===== config.mk =====
export PLATFORM = sky130hd
export DESIGN_NAME = fifo_rd_stream_adapter
export DESIGN_NICKNAME = d
export VERILOG_FILES = /design/src/rtl/fifo_rd_stream_adapter.sv
export SDC_FILE = /design/constraint.sdc
export NUM_CORES = 1
export LEC_CHECK = 0
export CORE_MARGIN = 5
export CORE_UTILIZATION = 60
export CTS_BUF_LIST = sky130_fd_sc_hd__clkbuf_8
export DETAILED_ROUTE_END_ITERATION = 10
export DONT_BUFFER_PORTS = 1
export PLACE_DENSITY = 0.86
export SYNTH_ARGS = -nofsm -noshare
export SYNTH_HDL_FRONTEND = slang
export SYNTH_SLANG_ARGS = --single-unit

===== constraint.sdc =====
create_clock -name R_CLK -period 2.2 [get_ports R_CLK]
set_input_delay 0.33 -clock R_CLK [delete_from_list [all_inputs] [get_ports R_CLK]]
set_output_delay 0.33 -clock R_CLK [all_outputs]
set_load 0.005 [all_outputs]

===== src/rtl/fifo_rd_stream_adapter.sv =====
// Read-side consumer of an async FIFO.
// Drains words through the Empty/R_inc/R_Data port and offers them as a
// valid/ready stream through a 2-entry buffer (head + skid). Because the skid
// slot absorbs one extra word, R_inc never depends on Out_Ready, yet a
// continuous stream still moves one word per cycle. Delivered words are counted.
module fifo_rd_stream_adapter #(
    parameter int unsigned DATA_WIDTH = 8,
    parameter int unsigned CNT_WIDTH  = 16
) (
    input  logic                  R_CLK,
    input  logic                  R_rst_n,
    input  logic                  Empty,
    input  logic [DATA_WIDTH-1:0] R_Data,
    output logic                  R_inc,
    input  logic                  En,
    output logic                  Out_Valid,
    output logic [DATA_WIDTH-1:0] Out_Data,
    input  logic                  Out_Ready,
    output logic [CNT_WIDTH-1:0]  Rd_Count
);

    typedef enum logic [1:0] {
        OccZero,
        OccOne,
        OccTwo
    } occ_e;

    occ_e                  occ_q, occ_d;
    logic [DATA_WIDTH-1:0] d0_q, d0_d;
    logic [DATA_WIDTH-1:0] d1_q, d1_d;
    logic [CNT_WIDTH-1:0]  cnt_q, cnt_d;
    logic                  push;
    logic                  pop;

    // Pop the FIFO only while a buffer slot is free; uses registered state only.
    always_comb begin
        R_inc = R_rst_n & En & ~Empty & (occ_q != OccTwo);
        push  = R_inc;
        pop   = Out_Valid & Out_Ready;
    end

    // Outputs come straight from registers.
    always_comb begin
        Out_Valid = (occ_q != OccZero);
        Out_Data  = d0_q;
        Rd_Count  = cnt_q;
    end

    // Next occupancy, buffer data moves and transfer count.
    always_comb begin
        occ_d = occ_q;
        d0_d  = d0_q;
        d1_d  = d1_q;
        cnt_d = cnt_q + {{(CNT_WIDTH-1){1'b0}}, pop};
        case (occ_q)
            OccZero: begin
                if (push) begin
                    occ_d = OccOne;
                    d0_d  = R_Data;
                end
            end
            OccOne: begin
                if (push && !pop) begin
                    occ_d = OccTwo;
                    d1_d  = R_Data;
                end else if (push && pop) begin
                    d0_d = R_Data;
                end else if (pop) begin
                    occ_d = OccZero;
                end
            end
            OccTwo: begin
                // push cannot happen here: R_inc is blocked while full
                if (pop) begin
                    occ_d = OccOne;
                    d0_d  = d1_q;
                end
            end
            default: begin
                occ_d = OccZero;
            end
        endcase
    end

    // State registers with synchronous active-low reset; reset discards the buffer.
    always_ff @(posedge R_CLK) begin
        if (!R_rst_n) begin
            occ_q <= OccZero;
            d0_q  <= '0;
            d1_q  <= '0;
            cnt_q <= '0;
        end else begin
            occ_q <= occ_d;
            d0_q  <= d0_d;
            d1_q  <= d1_d;
            cnt_q <= cnt_d;
        end
    end

endmodule


### Word level (Yosys, flattened, before mapping)

Index checks and enable logic that the tools add are counted.

* memory bits (read-only): 0
* RAM bits: 0
* memories kept: 0
* output and inout bits: 26
* latch bits: 0
* bits in registers: 34

* reductions and logical operators: 9
* multiplexer cells: 11
* order comparisons: 0
* divide/modulo/power cells: 0
* equality and inequality tests: 9
* multipliers: 0
* add/subtract/negate cells: 1
* shifts and indexed selects: 0
* bitwise gates (word level): 5

Operator list (number)
* $mux W8: 4
* $pmux W8 S3: 1
* $add A16 B1 Y16: 1
* $mux W2: 5
* $ne A2 B2 Y1 const B: 5
* $ne A3 B3 Y1 const B: 2
* $pmux W2 S3: 1
* $reduce_and A5 Y1: 1
* $and A1 B1 Y1: 4
* $reduce_and A4 Y1: 1
* $reduce_bool A3 Y1: 1
* $eq A2 B1 Y1 const B: 1
* $eq A2 B2 Y1 const B: 1
* $logic_and A1 B1 Y1: 2
* $logic_not A2 Y1: 1
* $reduce_and A2 Y1: 1
* $reduce_bool A2 Y1: 1
* $logic_not A1 Y1: 1
* $not A1 Y1: 1

### Longest topological paths before layout

* depth in word-level cells: 7
* depth in mapped cells: 10
* gate-level depth less buffers: 8

### Worst setup path before layout

Ideal clock, no wire load.

* kind: register -> register
* from: register occ_q[1]
* to: register cnt_q[14], in the netlist Rd_Count[14]
* library setup time: 0.115 ns
* clock period less this slack: 2.049 ns
* path slack: 0.151 ns
* stages on the path, launching flop included: 11
* data arrival time: 1.934 ns
* required time: 2.085 ns
* cells stage by stage: dfxtp_1 -> clkbuf_1 -> or2_2 -> and2_1 -> ha_1 -> ha_1 -> clkbuf_1 -> nand2_1 -> nor4_1 -> xor2_1 -> and2_1

* word-level cells in the longest chain between the ends: 3

Ends and longest elaborated chain
* start: declaration: line 28 `occ_e occ_q, occ_d;`
* start signal: assignment: line 88 `occ_q <= OccZero;`
* $reduce_bool A2 Y1: line 44 `Out_Valid = (occ_q != OccZero);`
* via Out_Valid: line 16 `output logic Out_Valid,`
* $and A1 B1 Y1: line 39 `pop = Out_Valid & Out_Ready;`
* $add A16 B1 Y16: line 54 `cnt_d = cnt_q + {{(CNT_WIDTH-1){1'b0}}, pop};`
* end signal: assignment: line 96 `cnt_q <= cnt_d;`
* end: declaration: line 31 `logic [CNT_WIDTH-1:0] cnt_q, cnt_d;`

The timed path passes the listed nets, and every way through them passes these cells.
A chain may end at the register's enable or synchronous reset.

### Worst setup path in the final report

* from: register occ_q[0]
* to: register cnt_q[14], in the netlist Rd_Count[14]

Same word-level chain as after synthesis.

==> results.tsv <==
metric	value	unit
Worst R2R End	Rd_Count[14]	
maximum clock path buffer count	2	
DP Wirelength	2.157	mm
total grt overflow	0	
Post-CTS Resized	0	
clk slew on worst S/H paths	0.07	ns
largest net degree at the start of global routing	36	
Iter 0 DRT Violations	54	
Top FF cell, synth	dfxtp_1	
Seq/Total Area, Yosys	0.4384	
DRC viols	0	
crit path time final	1.943	ns
number of fillers in the final layout	213	
dpl cell area	1548	um2
total power	1150	uW
Core Area	2477	um2
post-DR vias/cell	5.989	
VDD IR max	0.5599	mV
synth unique cells	29	
postcts setup bufs	0	
share of cells above drive strength 1	0.08974	
GP Congestion	0.7609	
TritonRoute pass-1 iters	5	
reg2reg path depth	8	
fin. max-slew vios	0	
CTS Sinks	34	
TritonCTS Buffers	5	
commonest cells in the netlist	dfxtp_1, and2_1, mux2i_1	
Avg WL per Cell	15.98	um
Antenna Violating Nets Remaining	0	
io pins	39	
unrepaired setup endpoints after global routing	false	
die footprint	3705	um2
Critical Path Start	occ_q[0]	
site row count	18	
Hold Path Stages	1	
most common cell in the netlist	dfxtp_1	
clock root buffer	clkbuf_8	
chip height	60.87	um
Seq cells post-synth	34	
crit share post-route	0.8834	
Post-synth EDFFs	0	
Post-Syn Area per Cell	9.953	um2
hold buffers post-CTS	0	
final setup skew	0.006862	ns
post-layout util	0.6616	
Syn Nets	171	
Clk Latency, worst-skew pair	0.28	ns
RR Startpoint	occ_q[0]	
FMAX	514.5	MHz
wire length of the first global-routing pass	4.809	mm
Setup crit end kind	register	
WP data arrival	2.13	ns
Nets	170	
placed cells	178	
ys async rst share	0	
Setup CP Type	register to register	
Port Buffers	0	
final wirelength	2.973	mm
Synth Instances	156	
Initial Util	0.6268	
setup TNS	0	ns
Non-Filler Instances	186	
Yosys top cell by area	dfxtp_1	
crit path max fanout	7	
status	finished, final reports clean	
YS warnings	0	
Post-Layout Inst Area	1639	um2
vias in the first global route	1157	
CP Data Required Time	2.38	ns
Hold Crit Class	primary input to register	
reg2reg setup slack	0.26	ns
antenna violations before repair	0	
Lkg Pwr	0.0007335	uW
H-tree levels	2	
Chip Width	60.87	um
Mapped Area	1553	um2
CTS tree	done	
diodes inserted	0	
share of the synthesized area in the top cell type	0.4384	
hold_sp	Out_Ready	
Fin. Hold Viols	0	
Syn-to-layout area delta	5.560	%
max_slew headroom	0.5378	
Worst Tran Pin Value	0.6933	ns
vias	1114	
CP endpoint	Rd_Count[14]	
maxcap violations	0	
Finish-stage setup viols	0	
pwr dens	701.4	nW/um2
Startpoint Class	register	
largest cells by area after synthesis	dfxtp_1, mux2i_1, and2_1, xnor2_1, nor2b_1	
total track usage	0.1762	
## how the worst min path moves through the flow
stage | end | slack [ns]
CTS | occ_q[1] | 0.11
global placement | occ_q[1] | 0.41
detailed placement | occ_q[1] | 0.41
global route | occ_q[1] | 0.11
finish | occ_q[1] | 0.12
floorplan | occ_q[1] | 0.41
## cell type report
class | instances | area (um2) | area share
tap | 30 | 37.54 | 0.02290
sequential | 34 | 680.7 | 0.4153
clock inverter | 2 | 8.758 | 0.005344
timing repair buffer | 1 | 7.507 | 0.004580
multi-input combinational | 113 | 822.0 | 0.5015
clock buffer | 6 | 82.58 | 0.05038
## metal layers
| layer | up-vias | share of wire | global-route usage | routed length [um] |
|---|---|---|---|---|
| met5 | - | 0 | 0 | 0 |
| met4 | 0 | 0.038 | 0.1146 | 114 |
| met2 | 44 | 0.48 | 0.2947 | 1438 |
| met1 | 515 | 0.39 | 0.1821 | 1154 |
| li1 | 540 | - | - | - |
| met3 | 15 | 0.089 | 0.07021 | 265 |
## placed cells by master (no fill, tap or decap)
cell / n
nor3b_1: 1
mux2i_1: 18
and2b_2: 1
and4_1: 2
o21ai_1: 8
nand2_1: 4
nor2_1: 1
nand3_1: 4
and2_1: 20
nand4_1: 7
nor3_1: 1
o22ai_1: 1
dfxtp_1: 34
inv_1: 1
nand3b_2: 1
buf_4: 1
or2_2: 1
nor2b_1: 11
nand2b_1: 1
nand3b_1: 1
o31ai_4: 1
ha_1: 2
a21oi_1: 7
or3b_1: 1
clkinv_2: 1
xor2_1: 5
clkbuf_8: 6
nor4_1: 3
a21oi_2: 2
xnor2_1: 9
## flip-flops by register name (all words and copies together), names as in the netlist
name	count
Out_Data	8
Rd_Count	16
occ_q	2
d1_q	8
## where the power goes
part           switching (uW)  internal [uW]
clock                     218            248
sequential               10.4            628
combinational            21.5           24.2
total                     250            900
## worst max-delay path: stages, from the launching register on
cell and delay, ns:
dfxtp_1 0.41, or2_2 0.16, and2_1 0.13, ha_1 0.20, ha_1 0.32, nand2_1 0.10, nor4_1 0.24, xor2_1 0.11
and2_1 0.17
## metrics by stage
stage / setup slack (ns) / hold WS, ns
floorplan: 0.1510 / 0.4061
global placement: 0.3823 / 0.4066
detailed placement: 0.2950 / 0.4107
CTS: 0.2920 / 0.1093
global route: 0.04569 / 0.1083
finish: 0.2565 / 0.1192
## kinds of logic (layout without fill, tap and decap cells)
logic type      count (synthesis)  in the layout  share of synthesized area
compound gates                 19             19                    0.07736
xor+xnor                       14             14                    0.07897
fa+ha+maj                       2              2                    0.01611
buf+inv                         9              9                    0.03223
flops                          34             34                     0.4384
mux                            18             18                     0.1160
simple gates                   60             60                     0.2409
No activity file was read; power rests on OpenSTA's default activity.
